`config.mk`:
```
export PLATFORM = sky130hd
export DESIGN_NAME = tx_serializer
export DESIGN_NICKNAME = d
export VERILOG_FILES = /design/src/rtl/tx_serializer_pkg.sv /design/src/rtl/tx_serializer.sv
export SDC_FILE = /design/constraint.sdc
export NUM_CORES = 1
export LEC_CHECK = 0
export ABC_AREA = 1
export BUFFER_PORTS_ARGS = -buffer_cell sky130_fd_sc_hd__buf_2
export CORE_MARGIN = 2
export CORE_UTILIZATION = 58
export CTS_BUF_LIST = sky130_fd_sc_hd__clkbuf_16
export CTS_CLUSTER_SIZE = 12
export DETAILED_ROUTE_END_ITERATION = 12
export PLACE_DENSITY = 0.85
export SLEW_MARGIN = 15
export SYNTH_ARGS = -nofsm -noshare
export SYNTH_HDL_FRONTEND = slang
export SYNTH_SLANG_ARGS = --single-unit
export TNS_END_PERCENT = 10
```
`constraint.sdc`:
```
create_clock -name clk -period 1.8 [get_ports clk]
set_clock_uncertainty 0.15 [all_clocks]
set_input_delay 0 -clock clk [delete_from_list [all_inputs] [get_ports clk]]
set_output_delay 0 -clock clk [all_outputs]
set_load 0.005 [all_outputs]
```
`src/rtl/tx_serializer_pkg.sv`:
```
// Shared flit-width defines and transmitter state encodings.
// Frame format: start bit '1', flit LSB first, then GUARD_CYCLES zeros.
`ifndef PAYLOAD_SIZE
`define PAYLOAD_SIZE 8
`endif
`ifndef ADDR_BITS
`define ADDR_BITS 4
`endif
`ifndef FLIT_BITS
`define FLIT_BITS (`PAYLOAD_SIZE + `ADDR_BITS)
`endif

package tx_serializer_pkg;

  localparam int FLIT_W = `FLIT_BITS;

  typedef enum logic [1:0] {
    TX_IDLE  = 2'd0,
    TX_SEND  = 2'd1,
    TX_GUARD = 2'd2
  } tx_state_e;

  // Start bit sits in bit 0 so the whole frame shifts out LSB first.
  function automatic logic [FLIT_W:0] frame_word(input logic [FLIT_W-1:0] flit);
    return {flit, 1'b1};
  endfunction

endpackage

```
`src/rtl/tx_serializer.sv`:
```
// Link-level serial transmitter with a one-entry holding register.
// Optional frame counter output frames_sent is built only when TX_STATS_EN is defined.
`ifndef PAYLOAD_SIZE
`define PAYLOAD_SIZE 8
`endif
`ifndef ADDR_BITS
`define ADDR_BITS 4
`endif
`ifndef FLIT_BITS
`define FLIT_BITS (`PAYLOAD_SIZE + `ADDR_BITS)
`endif

module tx_serializer
  import tx_serializer_pkg::*;
#(
  parameter int    routerid     = -1,
  parameter string port         = "unknown",
  parameter int    GUARD_CYCLES = 1
) (
  input  logic              clk,
  input  logic              reset,
  input  logic              valid_in,
  output logic              ready,
  input  logic [FLIT_W-1:0] parallel_in,
  input  logic              channel_busy,
  output logic              serial_out,
  output logic              busy
`ifdef TX_STATS_EN
  ,
  output logic [15:0]       frames_sent
`endif
);

  // Handshake: a flit transfers on a rising clk edge where valid_in & ready;
  // ready is the registered "holding register empty" flag, no combinational path.

  localparam logic [7:0] CNT_LOAD  = 8'(FLIT_W);
  // GUARD_CYCLES must lie in 1..15 so the 4-bit guard counter covers it.
  localparam logic [3:0] GCNT_LOAD = 4'(GUARD_CYCLES - 1);

  tx_state_e         state_q, state_d;
  logic              hold_full_q, hold_full_d;
  logic [FLIT_W-1:0] hold_data_q, hold_data_d;
  logic [FLIT_W:0]   shreg_q, shreg_d;
  logic [7:0]        cnt_q, cnt_d;
  logic [3:0]        gcnt_q, gcnt_d;
`ifdef TX_STATS_EN
  logic [15:0]       frames_q, frames_d;
`endif

  always_ff @(posedge clk or posedge reset) begin
    if (reset) begin
      state_q     <= TX_IDLE;
      hold_full_q <= 1'b0;
      hold_data_q <= '0;
      shreg_q     <= '0;
      cnt_q       <= '0;
      gcnt_q      <= '0;
`ifdef TX_STATS_EN
      frames_q    <= '0;
`endif
    end else begin
      state_q     <= state_d;
      hold_full_q <= hold_full_d;
      hold_data_q <= hold_data_d;
      shreg_q     <= shreg_d;
      cnt_q       <= cnt_d;
      gcnt_q      <= gcnt_d;
`ifdef TX_STATS_EN
      frames_q    <= frames_d;
`endif
    end
  end

  always_comb begin
    state_d     = state_q;
    hold_full_d = hold_full_q;
    hold_data_d = hold_data_q;
    shreg_d     = shreg_q;
    cnt_d       = cnt_q;
    gcnt_d      = gcnt_q;
`ifdef TX_STATS_EN
    frames_d    = frames_q;
`endif

    if (valid_in && !hold_full_q) begin
      hold_full_d = 1'b1;
      hold_data_d = parallel_in;
    end

    unique case (state_q)
      TX_IDLE: begin
        // channel_busy only matters here; once launched the frame runs to completion.
        if (hold_full_q && !channel_busy) begin
          shreg_d     = frame_word(hold_data_q);
          cnt_d       = CNT_LOAD;
          hold_full_d = 1'b0;
          state_d     = TX_SEND;
        end
      end
      TX_SEND: begin
        shreg_d = shreg_q >> 1;
        cnt_d   = cnt_q - 8'd1;
        if (cnt_q == 8'd0) begin
          gcnt_d  = GCNT_LOAD;
          state_d = TX_GUARD;
`ifdef TX_STATS_EN
          frames_d = frames_q + 16'd1;
`endif
        end
      end
      TX_GUARD: begin
        gcnt_d = gcnt_q - 4'd1;
        if (gcnt_q == 4'd0) begin
          state_d = TX_IDLE;
        end
      end
      default: begin
        state_d = TX_IDLE;
      end
    endcase
  end

  assign ready      = !hold_full_q;
  assign serial_out = (state_q == TX_SEND) && shreg_q[0];
  assign busy       = (state_q != TX_IDLE) || hold_full_q;
`ifdef TX_STATS_EN
  assign frames_sent = frames_q;
`endif

endmodule
```
# After elaboration in Yosys (flattened, before gate mapping)
# Index checks and enable logic that the tools add are counted.
[word_totals]
wordCells = 41
output_inout_bits = 3
regBits = 40
in_bits = 16
[classes]
mux = 13
n_eq_ne = 5
reduce_logical = 15
add_sub_neg = 2
[ops]
columns = ["cell", "n"]
rows = [
  ["13-bit case mux with 2 select lines", 1],
  ["8-bit case mux with 2 select lines", 1],
  ["13-bit two-way mux", 1],
  ["8-bit logical NOT", 1],
  ["8-bit two-way mux", 1],
  ["4-bit case mux with 2 select lines", 1],
  ["8-bit by 1-bit subtractor with 8-bit output, second input constant", 1],
  ["2-bit two-way mux", 3],
  ["2-bit inequality test, second input constant", 3],
  ["2-bit case mux with 3 select lines", 1],
  ["2-bit nonzero test", 3],
  ["4-bit logical NOT", 1],
  ["4-bit two-way mux", 1],
  ["2-bit AND reduction", 2],
  ["4-bit by 1-bit subtractor with 4-bit output, second input constant", 1],
  ["1-bit logical AND", 3],
  ["1-bit two-way mux", 3],
  ["3-bit AND reduction", 1],
  ["2-bit by 1-bit equality test with 1-bit output, second input constant", 1],
  ["2-bit equality test, second input constant", 1],
  ["1-bit logical NOT", 2],
  ["2-bit logical NOT", 1],
  ["1-bit logical OR", 1],
]

# Longest topological paths before layout
# Gate-level depths: netlist (run 1).
[depth]
word_depth = 5
ltp_mapped = 8
depth_no_buf = 8

# Worst setup path after synthesis (run 1)
# Ideal clock, no wire load.
[synth_timing]
path_kind = "reg-to-reg"
from = "register cnt_q[0]"
to = "register cnt_q[6]"
path_slack_ns = 0.471
synth_period_minus_slack_ns = 1.329
required_ns = 1.533
path_stages_with_launch = 8
n_path_buf = 0
arrival_ns = 1.062
path_cell_list = "dfrtp_1 -> inv_1 -> ha_1 -> inv_1 -> nor2_1 -> nand2_1 -> o21ai_1 -> inv_1"
[synth_between]
elab_chain_cells = 2
[synth_rtl]
columns = ["element", "line_no", "text"]
rows = [
  ["start: declaration", "tx_serializer.sv:45", "logic [7:0] cnt_q, cnt_d;"],
  ["start signal: assignment", "tx_serializer.sv:67", "cnt_q <= cnt_d;"],
  ["8-bit by 1-bit subtractor with 8-bit output", "tx_serializer.sv:103", "cnt_d = cnt_q - 8'd1;"],
  ["8-bit case mux with 2 select lines", "tx_serializer.sv:91", "unique case (state_q)"],
]
# No other way between the ends.
# A chain may end at the register's enable or synchronous reset.

# Worst setup path after layout (run 1)
[layout_timing]
from = "register hold_full_q"
to = "register hold_data_q[5]"
[layout_between]
elab_chain_cells = 2
[layout_rtl]
columns = ["element", "line_no", "text"]
rows = [
  ["start: declaration", "tx_serializer.sv:42", "logic hold_full_q, hold_full_d;"],
  ["start signal: assignment", "tx_serializer.sv:64", "hold_full_q <= hold_full_d;"],
  ["1-bit logical NOT", "tx_serializer.sv:86", "if (valid_in && !hold_full_q) begin"],
  ["1-bit logical AND", "tx_serializer.sv:86", ""],
  ["end signal: assignment", "tx_serializer.sv:65", "hold_data_q <= hold_data_d;"],
  ["end: declaration", "tx_serializer.sv:43", "logic [FLIT_W-1:0] hold_data_q, hold_data_d;"],
]
# No other way between the ends.

==> impl_metrics.csv, run 1 <==
group,metric,value,unit
logic_synthesis,top_cell_types_by_occurrence_after_synthesis,"nand2_1, dfrtp_1, inv_1, nand3_1, nor2_1",
logic_synthesis,synth_top_area_share,52.3,%
cts,post_cts_resize_count,0,
power,pwr-share-clk,22.1,%
routing,via_count,1482,
timing,layout_setup_ws,0.254,ns
setup_path,r2r_cells,3,
floorplan,chipWidth,61.4,µm
logic_synthesis,synth_top_cell_by_area,"dfrtp_1",
power,p_int,2.31,mW
setup_path,startpoint_type,"flop",
final_layout,synthToLayoutAreaGrowth,21.3,%
routing,wl_per_cell,12.5,µm
floorplan,std_cell_rows,20,
timing,final-hold-violation-count,0,
timing,totalNegativeSetupSlack,0,ns
logic_synthesis,synth.area.top_cells,"dfrtp_1, nand2_1, mux2_1",
logic_synthesis,synth_sequential_area_ratio,52.3,%
logic_synthesis,synthesis.yosys.warnings,0,
timing,max_freq,647,MHz
power,peakVddDrop,1.04,mV
power,pwr_density_cell,1570,mW/mm²
setup_path,timing.critical_path.required,1.81,ns
placement,dp.final_hpwl,2.52,mm
logic_synthesis,synth_ff_type,"dfrtp_1",
routing,drt_iter0_markers,67,
cts,clock_tree.htree_level_count,2,
cts,postCtsHoldBufs,15,
cts,clock_tree.root_cell,"clkbuf_16",
floorplan,floorplan.die_area,0.00377,mm²
cts,clk_latency,0.28,ns
power,power.combinational.fraction,34.6,%
routing,drt-pass1-iter-count,5,
setup_path,critical_path_arrival,1.55,ns
logic_synthesis,syn_area,0.00191,mm²
floorplan,start_util,61.7,%
run,maxCapViolCount,0,
routing,drt_via_density,5.08,
final_layout,antenna-diode-count,0,
logic_synthesis,synthArstFlopShare,100,%
floorplan,floorplan.die.height,61.4,µm
routing,wirelength,3.64,mm
cts,cts.sink_count,40,
setup_path,setup.worst_path.class,"reg -> reg",
routing,antenna_left,0,
cts,path_clk_slew,0.05,ns
logic_synthesis,synth.most_common_cell,"nand2_1",
logic_synthesis,synthesized_instance_count,210,
global_route,gr-usage-all-layers,23.6,%
power,static_power_due_to_leakage,1.21,nW
power,seq_power_share,43.3,%
cts,postCtsSetupBuffers,0,
min_path,worstHoldPathType,"in -> async",
timing,tightestPinTransition,0.542,ns
global_route,overflow,0,
power,total_switching_power,1.33,mW
cts,tritoncts.num_buffers,5,
logic_synthesis,synth.net_count,229,
timing,relSlewSlack,63.8,%
logic_synthesis,postSynthAreaPerCell,9.11,µm²
setup_path,critical_path.endpoint_type,"flop",
cts,ctsLongestPathBuffers,2,
timing,report.final.setup_viol,0,
cts,clock_tree_from_tritoncts,"built",
logic_synthesis,synth_cell_types,22,
routing,post-route-drc-count,0,
timing,min_period,1.55,ns
timing,tcrit_tclk_final,85.9,%
run_status,outcome,"complete, no violations",
global_route,grt_pass1_wl,6.22,mm
power,power.share.switching,36.6,%
global_route,vias_in_the_first_global_route,1431,
final_layout,post_route_cells_drive_above_1_share,22.6,%
final_layout,design.final.nets,267,
setup_path,crit_path_max_fanout,12,
global_route,grt_antenna_before_repair,0,
global_route,grt_start_max_net_pins,41,
logic_synthesis,synth_edf_count,0,
placement,placement.cell_area,0.00204,mm²
timing,drv_slew,0,
logic_synthesis,synth-seq-cells,40,
placement,port_buffers,18,
timing,grt_setup_unrepaired,"false",
placement,post-place-ws,0.265,ns
floorplan,pin_count,19,
floorplan,core-area,0.00310,mm²
final_layout,finished_layout_cell_area,0.00232,mm²
final_layout,n_fill_cell,232,
placement,gpl.final_weighted_congestion,0.865,
stage by stage:
stage | hold slack [ns] | utilization, % | total power, mW | instances
6_report | 0.236 | 74.8 | 3.65 | 292
5_1_grt | 0.307 | 74.8 | 3.95 | 292
4_1_cts | 0.242 | 74.8 | 3.68 | 292
3_5_place_dp | -0.00994 | 65.6 | 2.83 | 270
3_3_place_gp | -0.00728 | 65.6 | 2.73 | 270
2_1_floorplan | -0.0183 | - | 2.54 | 210
flip-flops by register name, summed over array words and instances, names as in the netlist:
signal	flops
hold_data_q	12
shreg_q	13
hold_full_q	1
cnt_q	8
state_q	2
gcnt_q	4
layout make-up:
class	count	area [µm²]	share of cell area, %
well taps	44	55.1	2.37
flip-flops and latches	40	1000	43.2
clock buffers	5	125	5.39
clock inverters	2	8.76	0.378
repair buffers	35	255	11.0
inverters	28	105	4.53
multi-input cells	138	769	33.2
layer usage:
metal | GRT usage, % | wire length, µm
met5 | 0 | 0
met4 | 12.5 | 108
met3 | 6.93 | 146
met2 | 37.7 | 1780
met1 | 29.1 | 1600
power by group through the flow:
stage | Sequential, mW | Clock (mW) | Combinational, mW
detailed placement | 1.59 | 0 | 1.24
CTS | 1.58 | 0.831 | 1.27
finish | 1.58 | 0.806 | 1.26
global placement | 1.56 | 0 | 1.17
global route | 1.63 | 0.863 | 1.45
floorplan | 1.52 | 0 | 1.02
worst max-delay path, cell delays in order (launching register included):
cell and delay [ns]:
dfrtp_1 0.42, inv_2 0.08, nand2_1 0.32, mux2_1 0.45
final timing paths:
check | slack (ns) | to | start
max | 0.25 | hold_data_q[5]$_DFFE_PP0P_ | hold_full_q$_DFF_PP0_
min in group clk | 0.33 | hold_data_q[0]$_DFFE_PP0P_ | parallel_in[0]
max in group asynchronous | 0.93 | shreg_q[12]$_DFFE_PP0P_ | reset
min reg2reg | 0.33 | shreg_q[12]$_DFFE_PP0P_ | hold_data_q[11]$_DFFE_PP0P_
min | 0.24 | cnt_q[4]$_DFFE_PP0P_ | reset
max reg2reg | 0.25 | hold_data_q[5]$_DFFE_PP0P_ | hold_full_q$_DFF_PP0_
cells by family after synthesis:
kind of cell,share of synthesized area (%)
and+or+nand+nor,28.3
DFF,52.3
buffers and inverters,7.46
muxes,7.06
AOI/OAI and AO/OA,2.94
adders and majority gates,1.96
layout by cell type, fill, tap and decap left out, types with 5 or more instances in the layout:
cell,n
buf_2,18
nand2_2,10
inv_1,22
o21ai_1,8
nand2_1,57
nand3_2,9
nor2_1,14
nand3_1,16
dlygate4sd3_1,15
inv_2,6
dfrtp_1,40
mux2_1,10
clkbuf_16,5
Note: power is estimated with default switching activity, not from simulation.
==> run 2, diff against run 1 <==
REMOVE_ABC_BUFFERS = 1   (was unset)
==> run 2 against run 1 <==
Net effect:
- critical path depth unchanged
- cell count increased by 0.34%
- critical endpoint unchanged
- global-route usage increased by 0.33 points
- register-to-register slack got worse by 0.03 ns
- core utilization increased by 0.97 points
- clock-buffer cell count unchanged
- flip-flop and latch count unchanged
- worst hold slack improved by 0.0089 ns
- largest cell class unchanged
==> impl_metrics.csv, run 2 (synthesis results as in run 1) <==
group,metric,value,unit
routing,antenna_left,0,
timing,max_freq,636,MHz
floorplan,core-area,0.00310,mm²
setup_path,worst_setup_path_startpoint,"hold_full_q$_DFF_PP0_",
timing,report.final.setup_viol,0,
cts,ctsLongestPathBuffers,2,
routing,drt-pass1-iter-count,4,
global_route,gr-usage-all-layers,23.9,%
routing,drt_iter0_markers,78,
setup_path,timing.critical_path.slowest_stage_cell,"mux2_1",
final_layout,layout_commonest_cell,"nand2_1",
timing,drv_slew,0,
setup_path,timing.critical_path.required,1.81,ns
timing,final-hold-violation-count,0,
cts,clk_latency,0.28,ns
cts,clock_tree_from_tritoncts,"built",
final_layout,max_ffs_per_register,13,
cts,cts.sink_count,40,
timing,totalNegativeSetupSlack,0,ns
setup_path,setup_crit_end,"hold_data_q[5]$_DFFE_PP0P_",
cts,clock_tree.root_cell,"clkbuf_16",
setup_path,critical_path.endpoint_type,"flop",
timing,relSlewSlack,63.0,%
final_layout,post_route_cells_drive_above_1_share,22.9,%
floorplan,floorplan.die.height,61.4,µm
setup_path,r2r_slack,0.23,ns
final_layout,design.final.nets,267,
timing,min_period,1.57,ns
cts,tritoncts.num_buffers,5,
routing,wl_per_cell,12.6,µm
cts,postCtsHoldBufs,15,
power,static_power_due_to_leakage,1.23,nW
final_layout,antenna-diode-count,0,
timing,tcrit_tclk_final,87.3,%
final_layout,largestRegisters,"shreg_q (13), hold_data_q (12), cnt_q (8)",
power,peakVddDrop,1.10,mV
power,total_power_draw,3.82,mW
floorplan,start_util,61.7,%
placement,dp.final_hpwl,2.28,mm
run_status,outcome,"complete, no violations",
setup_path,worst_path_largest_cell_delay,0.46,ns
power,pwr_density_cell,1630,mW/mm²
routing,via_count,1484,
timing,tightestPinTransition,0.554,ns
global_route,grt_start_max_net_pins,41,
timing,worst_hold_slack,0.245,ns
min_path,worstHoldPathType,"in -> async",
cts,postCtsSetupBuffers,0,
routing,wirelength,3.69,mm
cts,path_clk_slew,0.05,ns
routing,post-route-drc-count,0,
setup_path,crit_path_max_fanout,12,
floorplan,pin_count,19,
floorplan,std_cell_rows,20,
cts,post_cts_resize_count,0,
floorplan,chipWidth,61.4,µm
setup_path,critical_path_arrival,1.58,ns
setup_path,worstPathCellList,"inv_2 > nand2_1 > mux2_1",
setup_path,reg2reg_from,"hold_full_q$_DFF_PP0_",
timing,grt_setup_unrepaired,"false",
final_layout,final_cell_mix,"nand2_1, dfrtp_1, inv_1",
setup_path,critical_path.reg2reg.endpoint,"hold_data_q[5]$_DFFE_PP0P_",
global_route,grt_antenna_before_repair,0,
setup_path,startpoint_type,"flop",
setup_path,r2r_cells,3,
final_layout,synthToLayoutAreaGrowth,22.8,%
global_route,grt_pass1_wl,6.33,mm
final_layout,max_flop_register,"shreg_q",
run,maxCapViolCount,0,
routing,drt_via_density,5.06,
placement,gpl.final_weighted_congestion,0.833,
global_route,vias_in_the_first_global_route,1392,
placement,port_buffers,18,
setup_path,setup.worst_path.class,"reg -> reg",
global_route,overflow,0,
floorplan,floorplan.die_area,0.00377,mm²
cts,clock_tree.htree_level_count,2,
[run 2: cell types whose count changed in the layout (fill, tap and decap cells not counted), sizes merged]
cell    change
bufinv      +1
[run 2: worst min-delay path by stage]
| stage | start | end | depth (start not counted) |
|---|---|---|---|
| 5_1_grt | reset | cnt_q[1]$_DFFE_PP0P_ | 4 |
| 2_1_floorplan | parallel_in[0] | hold_data_q[0]$_DFFE_PP0P_ | 1 |
| 3_5_place_dp | reset | hold_data_q[6]$_DFFE_PP0P_ | 3 |
| 3_3_place_gp | reset | hold_data_q[4]$_DFFE_PP0P_ | 3 |
| 6_report | reset | hold_data_q[4]$_DFFE_PP0P_ | 4 |
| 4_1_cts | reset | hold_data_q[6]$_DFFE_PP0P_ | 4 |
[run 2: cell type report]
class                      count  area (µm²)
multi-input combinational    138         769
clock buffer                   5         125
clock inverter                 3        38.8
timing repair buffer          35         255
inverter                      28         105
sequential                    40        1000
fill                         197         753
tap                           44        55.1
[run 2: stage by stage]
stage          utilization, %  setup WS [ns]  instance area, µm²  cells
2_1_floorplan               -          0.423                1880    206
3_3_place_gp             65.6          0.272                2040    270
3_5_place_dp             65.6          0.265                2040    270
4_1_cts                  75.7          0.252                2350    293
5_1_grt                  75.7          0.128                2350    293
6_report                 75.7          0.229                2350    293
[run 2: worst max-delay path: cells and delay by family (launching register included)]
family / cells / cell delay [ns]
muxes: 1 / 0.46
and+or+nand+nor: 1 / 0.33
buffers and inverters: 1 / 0.08
DFF: 1 / 0.42
[run 2: layer usage]
layer	up-vias	share of wire [%]	track usage, %	wire (µm)
met1	691	42	30.9	1550
met4	0	2.0	10.3	72
met2	43	51	37.1	1880
met3	11	5.0	7.98	185
met5	-	0	0	0
li1	739	-	-	-
[run 2: power breakdown]
part / internal, mW / leakage, nW / switching, mW
combinational: 0.511 / 0.655 / 0.736
clock: 0.646 / 0.0850 / 0.338
sequential: 1.30 / 0.486 / 0.285
total: 2.46 / 1.23 / 1.36
==> run 3, diff against run 2 <==
GPL_TIMING_DRIVEN = 0   (was unset)
PLACE_DENSITY = 0.78   (was 0.85)
==> run 3 against run 2 <==
Net effect:
- die area is the same
- non-clock buffer count shrank 1
- core utilization shrank 0.60 points
- sequential power is essentially flat
- clock power shrank 14%
- cell count shrank 0.34%
- global-route usage grew 0.96 points
- critical endpoint is now hold_data_q[4]$_DFFE_PP0P_
==> impl_metrics.csv, run 3 (synthesis results as in run 1) <==
group,metric,value,unit
run_status,outcome,"complete, no violations",
floorplan,core-area,0.00310,mm²
timing,totalNegativeSetupSlack,0,ns
timing,tcrit_tclk_final,88.3,%
cts,path_clk_slew,0.06,ns
power,power.share.switching,37.5,%
timing,max_freq,629,MHz
global_route,grt_antenna_before_repair,0,
placement,port_buffers,18,
min_path,worstHoldPathType,"in -> async",
power,power.combinational.fraction,34.2,%
placement,dp.final_hpwl,2.40,mm
cts,ctsLongestPathBuffers,2,
floorplan,chipWidth,61.4,µm
cts,tritoncts.num_buffers,5,
timing,relSlewSlack,63.8,%
power,pwr_density_cell,1590,mW/mm²
placement,gpl.final_weighted_congestion,0.775,
floorplan,floorplan.die_area,0.00377,mm²
setup_path,startpoint_type,"flop",
floorplan,start_util,61.7,%
routing,drt-pass1-iter-count,4,
final_layout,n_fill_cell,246,
power,seq_power_share,42.8,%
global_route,grt_start_max_net_pins,29,
final_layout,stdcell_count,292,
cts,clock_tree_from_tritoncts,"built",
cts,clk_latency,0.28,ns
cts,clock_tree.root_cell,"clkbuf_16",
setup_path,worst_setup_path_startpoint,"hold_full_q$_DFF_PP0_",
power,pwr-share-clk,23.0,%
power,total_switching_power,1.39,mW
final_layout,final_cell_mix,"nand2_1, dfrtp_1, inv_1",
final_layout,max_flop_register,"shreg_q",
timing,tightestPinTransition,0.542,ns
final_layout,antenna-diode-count,0,
final_layout,layout_commonest_cell,"nand2_1",
setup_path,critical_path_arrival,1.60,ns
routing,antenna_left,0,
final_layout,synthToLayoutAreaGrowth,21.8,%
cts,clock_tree.htree_level_count,2,
setup_path,crit_path_max_fanout,12,
cts,cts.sink_count,40,
floorplan,pin_count,19,
floorplan,std_cell_rows,20,
power,p_int,2.31,mW
routing,wl_per_cell,13.3,µm
run,maxCapViolCount,0,
setup_path,reg2reg_from,"hold_full_q$_DFF_PP0_",
global_route,vias_in_the_first_global_route,1484,
global_route,overflow,0,
final_layout,design.final.nets,266,
placement,dp_cells,269,
setup_path,setup.worst_path.class,"reg -> reg",
timing,final-hold-violation-count,0,
final_layout,max_ffs_per_register,13,
routing,drt_via_density,4.99,
power,static_power_due_to_leakage,1.21,nW
routing,post-route-drc-count,0,
final_layout,largestRegisters,"shreg_q (13), hold_data_q (12), cnt_q (8)",
global_route,grt_pass1_wl,6.58,mm
setup_path,timing.critical_path.required,1.81,ns
timing,grt_setup_unrepaired,"false",
routing,via_count,1458,
power,peakVddDrop,0.974,mV
global_route,gr-usage-all-layers,24.9,%
floorplan,floorplan.die.height,61.4,µm
final_layout,post_route_cells_drive_above_1_share,22.6,%
cts,postCtsSetupBuffers,0,
routing,wirelength,3.88,mm
timing,report.final.setup_viol,0,
power,total_power_draw,3.70,mW
setup_path,critical_path.endpoint_type,"flop",
timing,min_period,1.59,ns
routing,drt_iter0_markers,88,
timing,drv_slew,0,
[run 3: changes by cell type in the layout (fill, tap and decap cells not counted)]
| cell | previous run | this run |
|---|---|---|
| buf_4 | 2 | 0 |
| inv_2 | 6 | 7 |
| buf_12 | 0 | 1 |
| inv_1 | 22 | 21 |
| clkinv_2 | 1 | 0 |
| bufinv_16 | 1 | 0 |
| clkinv_1 | 1 | 2 |
| clkinvlp_4 | 0 | 1 |
[run 3: path summary, 6_finish.rpt]
path	endpoint	slack, ns	cells after the start
worst max-delay path	hold_data_q[4]$_DFFE_PP0P_	0.21	3
worst min-delay path	shreg_q[4]$_DFFE_PP0P_	0.07	3
worst max register to register	hold_data_q[4]$_DFFE_PP0P_	0.21	3
worst min register to register	shreg_q[12]$_DFFE_PP0P_	0.33	2
max in group asynchronous	shreg_q[0]$_DFFE_PP0P_	0.99	4
min in group clk	hold_data_q[3]$_DFFE_PP0P_	0.31	3
[run 3: layout make-up]
type	count	area [µm²]	share of cell area [%]
sequential	40	1000	42.9
tap	44	55.1	2.36
clock inverter	3	15.0	0.644
multi-input combinational	138	769	33.0
timing repair buffer	34	260	11.2
clock buffer	5	125	5.37
inverter	28	105	4.51
[run 3: routing by layer]
layer  vias to the layer above  track usage, %  wire length [µm]
met4                         0            10.3                77
met5                         -               0                 0
li1                        730               -                 -
met3                         9            5.88               123
met1                       691            29.1              1630
met2                        28            43.9              2060
[run 3: per-stage QoR]
step | hold WS (ns) | util, % | worst slack, ns | cell area [µm²]
after floorplan | -0.0183 | - | 0.423 | 1880
after global routing | 0.113 | 75.1 | 0.106 | 2330
after CTS | 0.0633 | 75.1 | 0.231 | 2330
after detailed placement | -0.185 | 65.8 | 0.243 | 2040
after global placement | 0.0604 | 65.1 | 0.211 | 2020
final | 0.0748 | 75.1 | 0.211 | 2330
[run 3: power groups by stage]
stage	combinational, mW	clock (mW)	sequential [mW]
floorplan	0.959	0	1.52
global placement	1.15	0	1.56
detailed placement	1.22	0	1.59
CTS	1.26	0.857	1.57
global route	1.45	0.894	1.63
finish	1.26	0.849	1.58
[run 3: repair_timing]
action	4_1_cts	5_1_grt
hold endpoints to repair	54	0
resized for setup	0	0
hold buffers	15	0
[run 3: worst max-delay path, stage by stage, from the launching register on]
cell	delay [ns]
dfrtp_1	0.43
inv_2	0.09
nand2_1	0.32
mux2_1	0.46
